--- src/rtl/slow_tick_sched_pkg.sv ---
// Shared types for the slow-waveform scheduler.
// Purely declarative: no latency or flow control of its own.
// Backpressure: none.
package slow_tick_pkg;

    typedef enum logic [2:0] {
        IDLE = 3'd0,
        LOAD = 3'd1,
        HIGH = 3'd2,
        LOW  = 3'd3,
        DONE = 3'd4
    } sts_state_t;

    localparam int STS_MAX_REQ = 8;

    // Index width for a requester count; stays 1 bit wide for tiny configs.
    function automatic int sts_idx_w(input int n);
        return (n > 1) ? $clog2(n) : 1;
    endfunction

endpackage

--- src/rtl/slow_tick_sched_if.sv ---
// Requester-side bundle for slow_tick_sched: level requests, per-requester config, results.
// No registers; the abort line exists only with SLOW_TICK_SCHED_ABORT_EN.
// Backpressure: req is held by the client until its done pulse.
interface slow_tick_sched_if #(
    parameter int N_REQ = 4,
    parameter int CNT_W = 8,
    parameter int REP_W = 4
);
    logic [N_REQ-1:0]       req;
    logic [N_REQ*CNT_W-1:0] half_period;
    logic [N_REQ*REP_W-1:0] reps;
    logic [N_REQ-1:0]       grant;
    logic                   wave;
    logic                   busy;
    logic [N_REQ-1:0]       done;
`ifdef SLOW_TICK_SCHED_ABORT_EN
    logic                   abort;
`endif

    modport master (
`ifdef SLOW_TICK_SCHED_ABORT_EN
        output abort,
`endif
        output req, half_period, reps,
        input  grant, wave, busy, done
    );

    modport slave (
`ifdef SLOW_TICK_SCHED_ABORT_EN
        input  abort,
`endif
        input  req, half_period, reps,
        output grant, wave, busy, done
    );
endinterface

--- src/rtl/slow_tick_sched_rr_arbiter.sv ---
// Round-robin pick: search starts one past the previous owner and wraps.
// Combinational, zero latency; no backpressure.
// valid_o is low when no request is pending.
module rr_arbiter #(
    parameter int N_REQ = 4,
    parameter int IDX_W = 2
) (
    input  logic [N_REQ-1:0] req_i,
    input  logic [IDX_W-1:0] last_i,
    output logic [N_REQ-1:0] pick_o,
    output logic             valid_o
);
    always_comb begin
        pick_o  = '0;
        valid_o = 1'b0;
        for (int k = 1; k <= N_REQ; k++) begin
            if (!valid_o && req_i[(int'(last_i) + k) % N_REQ]) begin
                pick_o[(int'(last_i) + k) % N_REQ] = 1'b1;
                valid_o = 1'b1;
            end
        end
    end
endmodule

--- src/rtl/slow_tick_sched.sv ---
// Time-shares one rate divider across N_REQ clients; square wave of (hp+1)-cycle phases, reps+1 periods.
// Latency: LOAD one edge after req, wave one edge later, done after 1+2*(hp+1)*(reps+1) more edges.
// Backpressure: losers keep req high until granted; SLOW_TICK_SCHED_ABORT_EN adds an abort input.
module slow_tick_sched
    import slow_tick_pkg::*;
#(
    parameter int N_REQ = 4,
    parameter int CNT_W = 8,
    parameter int REP_W = 4
) (
    input  logic                     clk,
    input  logic                     rst,
    slow_tick_sched_if.slave         bus
);
    localparam int IDX_W = sts_idx_w(N_REQ);

    sts_state_t        state_q, state_d;
    logic [IDX_W-1:0]  owner_q, owner_d;
    logic [IDX_W-1:0]  last_q, last_d;
    logic [CNT_W-1:0]  hp_q, hp_d;
    logic [REP_W-1:0]  reps_q, reps_d;
    logic [CNT_W-1:0]  cnt_q, cnt_d;
    logic [REP_W-1:0]  rep_cnt_q, rep_cnt_d;

    logic [N_REQ-1:0]  pick;
    logic              pick_vld;
    logic [IDX_W-1:0]  pick_idx;
    logic [N_REQ-1:0]  owner_oh;
    logic              abort_w;

`ifdef SLOW_TICK_SCHED_ABORT_EN
    assign abort_w = bus.abort;
`else
    assign abort_w = 1'b0;
`endif

    rr_arbiter #(
        .N_REQ (N_REQ),
        .IDX_W (IDX_W)
    ) u_arb (
        .req_i   (bus.req),
        .last_i  (last_q),
        .pick_o  (pick),
        .valid_o (pick_vld)
    );

    always_comb begin
        pick_idx = '0;
        for (int i = 0; i < N_REQ; i++) begin
            if (pick[i]) pick_idx = IDX_W'(i);
        end
    end

    always_ff @(posedge clk or posedge rst) begin
        if (rst) begin
            state_q   <= IDLE;
            owner_q   <= '0;
            last_q    <= IDX_W'(N_REQ - 1);
            hp_q      <= '0;
            reps_q    <= '0;
            cnt_q     <= '0;
            rep_cnt_q <= '0;
        end else begin
            state_q   <= state_d;
            owner_q   <= owner_d;
            last_q    <= last_d;
            hp_q      <= hp_d;
            reps_q    <= reps_d;
            cnt_q     <= cnt_d;
            rep_cnt_q <= rep_cnt_d;
        end
    end

    always_comb begin
        state_d   = state_q;
        owner_d   = owner_q;
        last_d    = last_q;
        hp_d      = hp_q;
        reps_d    = reps_q;
        cnt_d     = cnt_q;
        rep_cnt_d = rep_cnt_q;
        case (state_q)
            IDLE: begin
                if (pick_vld) begin
                    owner_d = pick_idx;
                    hp_d    = bus.half_period[int'(pick_idx)*CNT_W +: CNT_W];
                    reps_d  = bus.reps[int'(pick_idx)*REP_W +: REP_W];
                    state_d = LOAD;
                end
            end
            LOAD: begin
                cnt_d     = '0;
                rep_cnt_d = '0;
                state_d   = HIGH;
            end
            HIGH: begin
                if (cnt_q == hp_q) begin
                    cnt_d   = '0;
                    state_d = LOW;
                end else begin
                    cnt_d = cnt_q + 1'b1;
                end
            end
            LOW: begin
                if (cnt_q == hp_q) begin
                    cnt_d = '0;
                    if (rep_cnt_q == reps_q) begin
                        state_d = DONE;
                    end else begin
                        rep_cnt_d = rep_cnt_q + 1'b1;
                        state_d   = HIGH;
                    end
                end else begin
                    cnt_d = cnt_q + 1'b1;
                end
            end
            DONE: begin
                last_d  = owner_q;
                state_d = IDLE;
            end
            default: state_d = IDLE;
        endcase
        // Abort only cuts an active sequence short; it still ends through DONE.
        if (abort_w && (state_q == LOAD || state_q == HIGH || state_q == LOW)) begin
            state_d = DONE;
        end
    end

    always_comb begin
        owner_oh = '0;
        for (int i = 0; i < N_REQ; i++) begin
            owner_oh[i] = (owner_q == IDX_W'(i));
        end
    end

    assign bus.grant = (state_q != IDLE) ? owner_oh : '0;
    assign bus.done  = (state_q == DONE) ? owner_oh : '0;
    assign bus.wave  = (state_q == HIGH);
    assign bus.busy  = (state_q != IDLE);

endmodule

--- src/flat_wrapper.sv ---
// flat-port wrapper written by rule: the top's interface ports become plain ports
module slow_tick_sched_flat import slow_tick_pkg::*;
#(
    parameter int N_REQ = 4,
    parameter int CNT_W = 8,
    parameter int REP_W = 4
)
  (clk, rst, bus_req, bus_half_period, bus_reps, bus_grant, bus_wave, bus_busy, bus_done);
  slow_tick_sched_if #(.N_REQ(N_REQ), .CNT_W(CNT_W), .REP_W(REP_W)) bus_i ();
  input  logic clk;
  input  logic rst;
  input wire logic [$bits(bus_i.req)-1:0] bus_req;
  input wire logic [$bits(bus_i.half_period)-1:0] bus_half_period;
  input wire logic [$bits(bus_i.reps)-1:0] bus_reps;
  output wire logic [$bits(bus_i.grant)-1:0] bus_grant;
  output wire logic [$bits(bus_i.wave)-1:0] bus_wave;
  output wire logic [$bits(bus_i.busy)-1:0] bus_busy;
  output wire logic [$bits(bus_i.done)-1:0] bus_done;
  assign bus_i.req = bus_req;
  assign bus_i.half_period = bus_half_period;
  assign bus_i.reps = bus_reps;
  assign bus_grant = bus_i.grant;
  assign bus_wave = bus_i.wave;
  assign bus_busy = bus_i.busy;
  assign bus_done = bus_i.done;
  slow_tick_sched #(.N_REQ(N_REQ), .CNT_W(CNT_W), .REP_W(REP_W)) u_core (.clk(clk), .rst(rst), .bus(bus_i));
endmodule
--- config.mk ---
export PLATFORM = sky130hd
export DESIGN_NAME = slow_tick_sched_flat
export DESIGN_NICKNAME = d
export VERILOG_FILES = /design/src/rtl/slow_tick_sched_pkg.sv /design/src/rtl/slow_tick_sched_if.sv /design/src/rtl/slow_tick_sched_rr_arbiter.sv /design/src/rtl/slow_tick_sched.sv /design/src/flat_wrapper.sv
export SDC_FILE = /design/constraint.sdc
export NUM_CORES = 1
export LEC_CHECK = 0
export CAP_MARGIN = 30
export CORE_MARGIN = 2
export CORE_UTILIZATION = 50
export DETAILED_ROUTE_END_ITERATION = 8
export PLACE_DENSITY_LB_ADDON = 0.12
export SYNTH_ARGS = -nofsm -noshare
export SYNTH_HDL_FRONTEND = slang
export SYNTH_SLANG_ARGS = --single-unit
--- constraint.sdc ---
create_clock -name clk -period 3.8 [get_ports clk]
set_input_delay 0.76 -clock clk [delete_from_list [all_inputs] [get_ports clk]]
set_output_delay 0.76 -clock clk [all_outputs]
set_load 0.005 [all_outputs]
==> impl_metrics.yaml, run 1 <==
status:
  status: "finished clean"
synthesis:
  ys.flop_type: "dfrtp_1"
  synth_cell_types: 46
  synth_area_per_cell_sq_um: 8.24
  syn_area_sq_um: 2580
  async_flop_share: 1.00
  synth_edf_count: 0
  synth_top_area_frac: 0.281
  synth_seq_cells: 31
  ys_warn_count: 0
  synthTopCellsByArea: "dfrtp_1 (28%), nor2_1 (5.4%), nand2_1 (4.7%), a211oi_2 (4.4%), ha_1 (4.4%)"
  postSynthCellCount: 313
  ys_seq_area_frac: 0.302
  synth_fp_nets: 376
  synth_top_area_cell: "dfrtp_1"
critical_path:
  critPathCaptureType: "register"
  worst_setup_path_start_kind: "register"
  crit_path_max_fanout: 13
  path_cells: "inv_1, ha_1, mux2i_1, o22ai_1, a2111o_1, a211oi_1, o211ai_1, a31oi_1"
  cp_slowest_cell: "a2111o_1"
  critPathBufInv: 1
  crit_type: "register to register"
  max_stage_delay_ns: 0.68
  r2r_cells: 8
  r2r_start: "u_core.last_q[1]"
  r2r-end: "u_core.hp_q[6]"
  r2r_setup_slack_ns: 0.64
  critPathTopFamily: "compound AO/OA/AOI/OAI gates"
  arrival_ns: 3.37
  worst-path-stages: 8
  worstPathRequired_ns: 4.00
timing:
  tns_ns: 0
  fin_ws_ns: 0.636
  fin_skew_ns: 0.00672
  final_hold_viol_count: 0
  hold_slack_ns: 0.561
  finalMaxSlewViolations: 0
  min_period_ns: 3.16
  fin_crit_sh: 0.833
  max_freq_mhz: 316
  max_slew.worst_pin.slew_ns: 0.704
  rsz0062_at_grt: "no"
  slew_headroom: 0.527
  finalSetupViolations: 0
power_and_ir_drop:
  p_int_uw: 814
  p_per_area_nw_per_um2: 368
  swShare: 0.342
  power_leakage_nw: 1.36
  power_frac_seq: 0.440
  ir_worst_vdd_uv: 175
  combPwrFrac: 0.359
  p_clk_frac: 0.201
  total_power_mw: 1.24
  p_sw_uw: 423
drt:
  drt-pass1-iter-count: 4
  wl_per_cell_um: 13.9
  drtIter0Drc: 98
  via_count: 2475
  via_per_inst: 5.57
  routed_wl_um: 6160
  drc: 0
  final_antenna_net_count: 0
hold_path:
  hold_end: "u_core.rep_cnt_q[1]"
  whs_path_depth: 2
  min_from: "u_core.rep_cnt_q[1]"
  min_path_type: "register to register"
clock_tree:
  clock_latency_ns: 0.28
  cts-buffers-inserted: 5
  cts_sinks: 31
  post_cts_buffers: 0
  cts_hold_buffers: 0
  cts.clk_slew.worst_paths_ns: 0.07
  cts_max_path_buffers: 2
  cts_resized: 0
  cts_tree: "built"
  h-tree-depth: 2
  root_buffer: "clkbuf_8"
placement:
  pre_cts_ws_ns: 0.471
  dp.cells: 436
  gp_congestion: 0.958
  port_buffers: 63
  place_area_sq_um: 3280
  dp_hpwl_um: 4880
grt:
  grt_max_degree: 27
  gr-total-overflow: 0
  grt_pass1_wl_um: 10400
  grt_pass1_vias: 2219
  antenna_found_initial: 0
  grt_usage: 0.234
cells_and_area:
  nets: 436
  fin_util: 0.667
  num_antenna_cells: 0
  areaGrowthSynthToFinish_pct: 30.4
  stdcell_area_sq_um: 3360
  fin_cells: 444
  drive_gt1_frac: 0.0936
floorplanning:
  coreArea_sq_um: 5040
  dieWidth_um: 75.8
  start_util: 0.512
  rows: 26
  die_h_um: 75.8
  dieArea_sq_um: 5750
  io_pins: 64
run:
  cap_viol_max_count: 0
[power groups by stage]
stage	registers (mW)	clock network, mW	logic (mW)
after floorplan	0.511	0	0.307
after CTS	0.543	0.255	0.446
after global routing	0.563	0.268	0.500
after global placement	0.546	0	0.431
final	0.544	0.249	0.444
after detailed placement	0.550	0	0.444
[cell families after synthesis]
family          count (synthesis)  share of synthesized area
compound gates                 91                      0.270
xor+xnor                       19                     0.0645
fa+ha+maj                       9                     0.0436
buf+inv                        34                     0.0606
flops                          31                      0.302
mux                             8                     0.0378
simple gates                  121                      0.222
[cell usage in the layout, fill, tap and decap left out, drive strengths merged, types with 10 or more instances in the layout]
cell	count
inv	16
dfrtp	29
a21oi	15
nand2	32
a31oi	13
nand3	15
nor2	37
o211ai	13
a211oi	12
o2bb2ai	12
xnor2	10
clkdlybuf4s50	63
[final cells by class]
cell class / count / area, sq um
fill: 427 / 1680
multi-input combinational: 248 / 1650
sequential: 31 / 778
timing repair buffer: 71 / 711
tap: 70 / 87.6
clock buffer: 7 / 76.3
inverter: 16 / 60.1
clock inverter: 1 / 5.00
[tightest hold or removal path: stages, from the launching register on]
cell,delay [ns]
dfrtp_1,0.40
nand2_1,0.06
o21ai_0,0.06
[sequential cells by signal, indices dropped and copies added (netlist names)]
name and count:
u_core.rep_cnt_q 4, u_core.reps_q 4, u_core.hp_q 8, u_core.last_q 2, u_core.state_q 3, u_core.cnt_q 8
u_core.owner_q 2
[cell usage after synthesis, types with 9 or more instances]
cell	instances
nor2_1	37
nand2_1	32
dfrtp_1	29
inv_1	16
a21oi_1	15
nand3_1	15
a31oi_1	13
o211ai_1	13
o2bb2ai_1	12
buf_2	11
xnor2_1	10
a211oi_2	9
ha_1	9
o21ai_0	9
xor2_1	9
[routing by layer]
layer  part of all wire  track usage  up-vias
li1                   -            -     1252
met4             0.0088       0.0897        0
met3              0.050       0.0317        2
met5                  0            0        -
met1               0.47        0.343     1162
met2               0.47        0.349       59
[worst max-delay path by stage]
| stage | slack (ns) | endpoint | start |
|---|---|---|---|
| final | 0.64 | u_core.hp_q[6] | u_core.last_q[1] |
| after global routing | 0.41 | u_core.hp_q[3] | u_core.last_q[0] |
| after CTS | 0.65 | u_core.hp_q[6] | u_core.last_q[0] |
| after detailed placement | 0.47 | u_core.reps_q[1] | bus_req[2] |
| after global placement | 0.52 | u_core.reps_q[0] | bus_req[2] |
| after floorplan | 1.0 | u_core.hp_q[0] | u_core.last_q[0] |
Power figures use the tool's default switching activity.
==> run 2: changes to the inputs <==
--- a/config.mk
+++ b/config.mk
@@ -7,7 +7,7 @@
 export LEC_CHECK = 0
 export CAP_MARGIN = 30
 export CORE_MARGIN = 2
-export CORE_UTILIZATION = 50
+export CORE_UTILIZATION = 45
 export DETAILED_ROUTE_END_ITERATION = 8
 export PLACE_DENSITY_LB_ADDON = 0.12
 export SYNTH_ARGS = -nofsm -noshare
==> constraint.sdc (replaced) <==
create_clock -name clk -period 2.84 [get_ports clk]
set_input_delay 0.568 -clock clk [delete_from_list [all_inputs] [get_ports clk]]
set_output_delay 0.568 -clock clk [all_outputs]
set_load 0.005 [all_outputs]
==> run 2 against run 1 <==
  * Routed wire length grew 8.2%
  * Clock power rose by 32%
  * Sequential share of layout area down 1.1 points
  * Final cell count grew 3.4%
  * Largest power group unchanged
  * Combinational power increased by 36%
  * Clock-buffer cell count stayed put
  * Worst hold slack better by 0.010 ns
  * Critical path type unchanged
  * Critical path depth increased by 1
  * Fmax is 15% higher
==> impl_metrics.yaml, run 2 (synthesis gave the netlist of run 1 again) <==
timing:
  max_freq_mhz: 362
  min_period_ns: 2.76
  hold_slack_ns: 0.571
  max_slew.worst_pin.slew_ns: 0.567
  fin_skew_ns: 0.00646
  slew_headroom: 0.619
  tns_ns: 0
  finalMaxSlewViolations: 0
  final_hold_viol_count: 0
  fin_crit_sh: 0.972
  finalSetupViolations: 0
  rsz0062_at_grt: "yes"
placement:
  gp_congestion: 0.960
  place_area_sq_um: 3400
  port_buffers: 63
  dp_hpwl_um: 5200
hold_path:
  hold_end: "u_core.rep_cnt_q[0]"
  min_from: "u_core.rep_cnt_q[0]"
  whs_path_depth: 2
  min_path_type: "register to register"
drt:
  via_count: 2503
  drt-pass1-iter-count: 4
  via_per_inst: 5.45
  drc: 0
  wl_per_cell_um: 14.5
  drtIter0Drc: 94
  routed_wl_um: 6670
  final_antenna_net_count: 0
clock_tree:
  h-tree-depth: 2
  cts-buffers-inserted: 5
  cts_resized: 3
  root_buffer: "clkbuf_8"
  clock_latency_ns: 0.28
  cts_sinks: 31
  cts_hold_buffers: 0
  cts.clk_slew.worst_paths_ns: 0.06
  cts_tree: "built"
  cts_max_path_buffers: 2
  post_cts_buffers: 0
critical_path:
  crit_path_max_fanout: 13
  r2r-end: "u_core.hp_q[7]"
  worstPathRequired_ns: 3.04
  crit_type: "register to register"
  critPathCaptureType: "register"
  worst_setup_path_start_kind: "register"
  arrival_ns: 2.96
  r2r_start: "u_core.last_q[0]"
  r2r_cells: 9
  r2r_setup_slack_ns: 0.08
grt:
  grt_usage: 0.218
  met1_usage: 0.315
  met3_usage: 0.0339
  busiest_layer: "met2"
  grt_max_degree: 27
  grt_pass1_vias: 2351
  met2_usage: 0.330
  antenna_found_initial: 0
  gr-total-overflow: 0
  grt_pass1_wl_um: 11000
cells_and_area:
  layout_common_cells: "clkdlybuf4s50_1 (63), nor2_1 (37), nand2_1 (32)"
  reg.largest.list: "u_core.cnt_q (8), u_core.hp_q (8)"
  areaGrowthSynthToFinish_pct: 36.6
  num_antenna_cells: 0
  nets: 449
  drive_gt1_frac: 0.137
  stdcell_area_sq_um: 3520
  layout_commonest_cell: "clkdlybuf4s50_1"
power_and_ir_drop:
  power_leakage_nw: 1.44
  ir_worst_vdd_uv: 296
  total_power_mw: 1.67
  p_per_area_nw_per_um2: 472
floorplanning:
  start_util: 0.469
  dieWidth_um: 79.7
  coreArea_sq_um: 5510
  dieArea_sq_um: 6360
  io_pins: 64
  rows: 27
  die_h_um: 79.7
run:
  cap_viol_max_count: 0
status:
  status: "finished clean"
## run 2: cell count changes in the layout (fill, tap and decap cells not counted)
cell	change
o21a_2	+1
buf_4	+11
a211oi_1	-1
a211oi_2	+1
buf_16	-1
mux2i_4	+2
mux2i_1	-2
buf_12	+3
ha_1	-1
o21a_1	-1
ha_4	+1
## run 2: worst max-delay path by stage
stage / start / slack, ns / depth (start not counted) / end
after floorplan: u_core.last_q[0] / 0.04 / 10 / u_core.hp_q[0]
final: u_core.last_q[0] / 0.08 / 9 / u_core.hp_q[7]
after global placement: bus_req[1] / -0.08 / 8 / u_core.hp_q[7]
after detailed placement: bus_req[1] / -0.19 / 7 / u_core.reps_q[0]
after global routing: u_core.last_q[0] / -0.02 / 10 / u_core.reps_q[0]
after CTS: u_core.last_q[0] / 0.06 / 9 / u_core.hp_q[7]
## run 2: per-layer routing
layer,wire (um),up-vias
met1,3180,1154
met3,317,7
met2,3060,68
met5,0,-
li1,-,1274
met4,104,0
## run 2: report_power, final
group / internal (mW) / switching, mW / total [mW] / leakage (nW)
registers: 0.576 / 0.156 / 0.732 / 0.371
logic: 0.349 / 0.257 / 0.606 / 1.03
clock network: 0.172 / 0.157 / 0.328 / 0.0422
total: 1.10 / 0.569 / 1.67 / 1.44
## run 2: cell type report
cell class / count / area, sq um
fillers: 482 / 1980
multi-input cells: 248 / 1690
repair buffers: 84 / 826
flip-flops and latches: 31 / 778
well taps: 72 / 90.1
clock buffers: 7 / 76.3
inverters: 16 / 60.1
clock inverters: 1 / 5.00
## run 2: per-stage QoR
step	util	setup slack, ns	cells
floorplan	-	0.0362	313
global placement	0.617	-0.0810	451
detailed placement	0.617	-0.193	451
CTS	0.636	0.0567	459
global route	0.640	-0.0244	459
finish	0.640	0.0788	459
## run 2: critical path, cell delays in order, from the launching register on
cell	delay, ns
dfstp_2	0.53
inv_1	0.12
ha_4	0.35
mux2i_4	0.26
o22ai_1	0.14
a2111o_1	0.43
buf_4	0.20
a211oi_1	0.31
o211ai_1	0.15
a31oi_1	0.17
==> RTL edit, RTL diff (config.mk and constraints of run 2) <==
`CNT_W` is set to 8 in 3 places; all go to 10.
--- a/src/rtl/slow_tick_sched_if.sv
+++ b/src/rtl/slow_tick_sched_if.sv
@@ -5,3 +5,3 @@
     parameter int N_REQ = 4,
-    parameter int CNT_W = 8,
+    parameter int CNT_W = 10,
     parameter int REP_W = 4
--- a/src/rtl/slow_tick_sched.sv
+++ b/src/rtl/slow_tick_sched.sv
@@ -7,3 +7,3 @@
     parameter int N_REQ = 4,
-    parameter int CNT_W = 8,
+    parameter int CNT_W = 10,
     parameter int REP_W = 4
--- a/src/flat_wrapper.sv
+++ b/src/flat_wrapper.sv
@@ -4,3 +4,3 @@
     parameter int N_REQ = 4,
-    parameter int CNT_W = 8,
+    parameter int CNT_W = 10,
     parameter int REP_W = 4
Interface: changed (resized bus_half_period); port bits go from 64 to 72. The function was not compared with the original's and may differ.
==> RTL edit against run 2 <==
  * Synthesized cell count grew 11%
  * Setup slack gained 0.040 ns
  * Sequential cell count up 4
  * Wire length rose by 13%
  * Cell area is 10% higher
  * Total power increased by 8.5%
  * Largest power group unchanged
  * First-iteration DRC count is 9.6% higher
  * Final cell count grew 9.8%
  * Combinational power up 4.1%
  * Synthesized area grew 9.1%
  * Critical endpoint is now u_core.reps_q[2]$_DFFE_PP0P_
  * Utilization rose by 0.95 points
  * Clock skew is 0.00091 ns lower
  * Clock power grew 19%
==> RTL edit: results (changes against run 2) <==
Status
  • Status: finished clean (unchanged)

Routing
  • Wire length on met2: 3520 um (was 3060 um)
  • Max layer used: met4 (unchanged)
  • Wl on met1: 3500 um (was 3180 um)
  • DR vias/cell: 5.58 (was 5.45)
  • DR WL met3: 409 um (was 317 um)
  • Pre-Repair DR Iteration Count: 5 (was 4)
  • Drt first-iter violations: 103 (was 94)
  • DRT Wirelength: 7560 um (was 6670 um)

Synth
  • Ys async rst share: 100% (unchanged)
  • Register area share after synthesis: 31.2% (was 30.2%)
  • Ys flop type: dfrtp_1 (unchanged)
  • Unique cell type count in the Yosys netlist: 45 (was 46)
  • Top cells by count, synth: 35 x nor2_1, 33 x dfrtp_1, 33 x nand2_1 (was 37 x nor2_1, 32 x nand2_1, 29 x dfrtp_1)
  • Top area cells in the synthesized netlist: dfrtp_1 29%, nor2_1 4.7%, nand2_1 4.4% (was dfrtp_1 28%, nor2_1 5.4%, nand2_1 4.7%)
  • Synthesized net count: 419 (was 376)

Pwr
  • NetSw: 0.593 mW (was 0.569 mW)
  • Max VDD drop: 0.000448 V (was 0.000296 V)
  • Leakage power: 1.60 nW (was 1.44 nW)

Placement
  • DP Area: 3720 um2 (was 3400 um2)
  • Port buffer count: 71 (was 63)
  • HPWL Detailed: 5790 um (was 5200 um)
  • Pre-CTS setup slack: -0.210 ns (was -0.193 ns)
  • RePlAce Congestion: 0.943 (was 0.960)

Global routing
  • Number of global-route vias before repair: 2687 (was 2351)
  • Initial antenna violation count: 0 (unchanged)
  • Pin count of the biggest net entering global routing: 36 (was 27)
  • All-layer global routing usage: 21.5% (was 21.8%)
  • First-pass GRT wire length: 12500 um (was 11000 um)

STA
  • Hold slack: 0.539 ns (was 0.571 ns)
  • Slew Limit Headroom: 58.6% (was 61.9%)
  • Clk_skew: 0.00556 ns (was 0.00646 ns)

Finish
  • Final nets: 499 (was 449)
  • Top Registers: u_core.cnt_q: 10 flops, u_core.hp_q: 10 flops (was u_core.cnt_q: 8 flops, u_core.hp_q: 8 flops)
  • Layout cells sized above 1: 10.7% (was 13.7%)

Setup path
  • FF-to-FF End: u_core.reps_q[2]$_DFFE_PP0P_ (was u_core.hp_q[7]$_DFFE_PP0P_)
  • R2r startpoint: u_core.last_q[0]$_DFFE_PP1N_ (was u_core.last_q[0]$_DFFE_PP1P_)
  • Max FO, Critical Path: 15 (was 13)
  • Data arrival time of the critical path: 2.93 ns (was 2.96 ns)
  • R2R setup slack: 0.12 ns (was 0.08 ns)

Clock tree
  • Clock buffer depth: 2 (unchanged)
  • Clock transition at path regs: 0.07 ns
  • Clock Latency Late Sink: 0.29 ns
  • Post-CTS Setup Repair Bufs: 0 (unchanged)
  • Max H-tree Level: 2 (unchanged)

Min path
  • Worst hold endpoint: u_core.state_q[0]$_DFFE_PP0P_ (was u_core.rep_cnt_q[0]$_DFFE_PP0P_)
  • Hold Startpoint: u_core.state_q[2]$_DFFE_PP0P_ (was u_core.rep_cnt_q[0]$_DFFE_PP0P_)
  • WHS Path Cells: 1 (was 2)
RTL edit: cell type report:
class	instances	area, um2
repair buffers	94	921
clock buffers	8	100
well taps	75	93.8
multi-input cells	273	1830
inverters	19	71.3
flip-flops and latches	35	878
fillers	512	2100
RTL edit: power by group through the flow:
stage	Combinational [mW]	Clock, mW	Sequential (mW)
after global placement	0.607	0	0.786
after CTS	0.631	0.399	0.785
final	0.631	0.390	0.785
after floorplan	0.415	0	0.739
after detailed placement	0.628	0	0.794
after global routing	0.712	0.418	0.809
RTL edit: how the worst max path moves through the flow:
stage                                       startpoint                            to  slack, ns  depth (start not counted)
final                     u_core.last_q[0]$_DFFE_PP1N_  u_core.reps_q[2]$_DFFE_PP0P_       0.12                          9
after floorplan           u_core.last_q[0]$_DFFE_PP1N_    u_core.hp_q[0]$_DFFE_PP0P_       0.02                         10
after global placement                      bus_req[3]  u_core.reps_q[2]$_DFFE_PP0P_      -0.12                          7
after global routing      u_core.last_q[0]$_DFFE_PP1N_    u_core.hp_q[3]$_DFFE_PP0P_     -0.008                          9
after detailed placement                    bus_req[2]    u_core.hp_q[3]$_DFFE_PP0P_      -0.21                          7
after CTS                 u_core.last_q[0]$_DFFE_PP1N_    u_core.hp_q[3]$_DFFE_PP0P_       0.02                          8
RTL edit: cells by family (layout without fill, tap and decap cells):
group           count (synthesis)  in the layout  synth area share (%)
simple gates                  123            123                  20.7
xor+xnor                       20             20                  6.22
mux                             9              9                  3.87
fa+ha+maj                       9              9                  4.00
flops                          35             35                  31.2
compound gates                112            112                  28.1
buf+inv                        40            121                  5.91
RTL edit: layer usage:
layer  global-route usage, %  up-vias
met3                    3.18       12
li1                        -     1440
met4                    7.45        0
met1                    30.6     1269
met2                    33.2       92
met5                       0        -
RTL edit: through the flow:
| stage | cells | power, mW |
|---|---|---|
| 2_1_floorplan | 348 | 1.15 |
| 3_3_place_gp | 494 | 1.39 |
| 3_5_place_dp | 495 | 1.42 |
| 4_1_cts | 503 | 1.81 |
| 5_1_grt | 504 | 1.94 |
| 6_report | 504 | 1.81 |
RTL edit: timing repair:
item                       4_1_cts  5_1_grt
cloned                           0        1
resized for setup                2       11
pin swaps                        0        1
setup endpoints to repair        7       15
RTL edit: worst max-delay path, stage by stage, from the launching register on:
cell and delay [ns]:
dfstp_2 0.53, inv_1 0.12, ha_4 0.35, mux2i_4 0.26, o22ai_1 0.18, a2111o_1 0.39, buf_4 0.19, a211oi_1 0.29
o211ai_1 0.15, a31oi_1 0.19
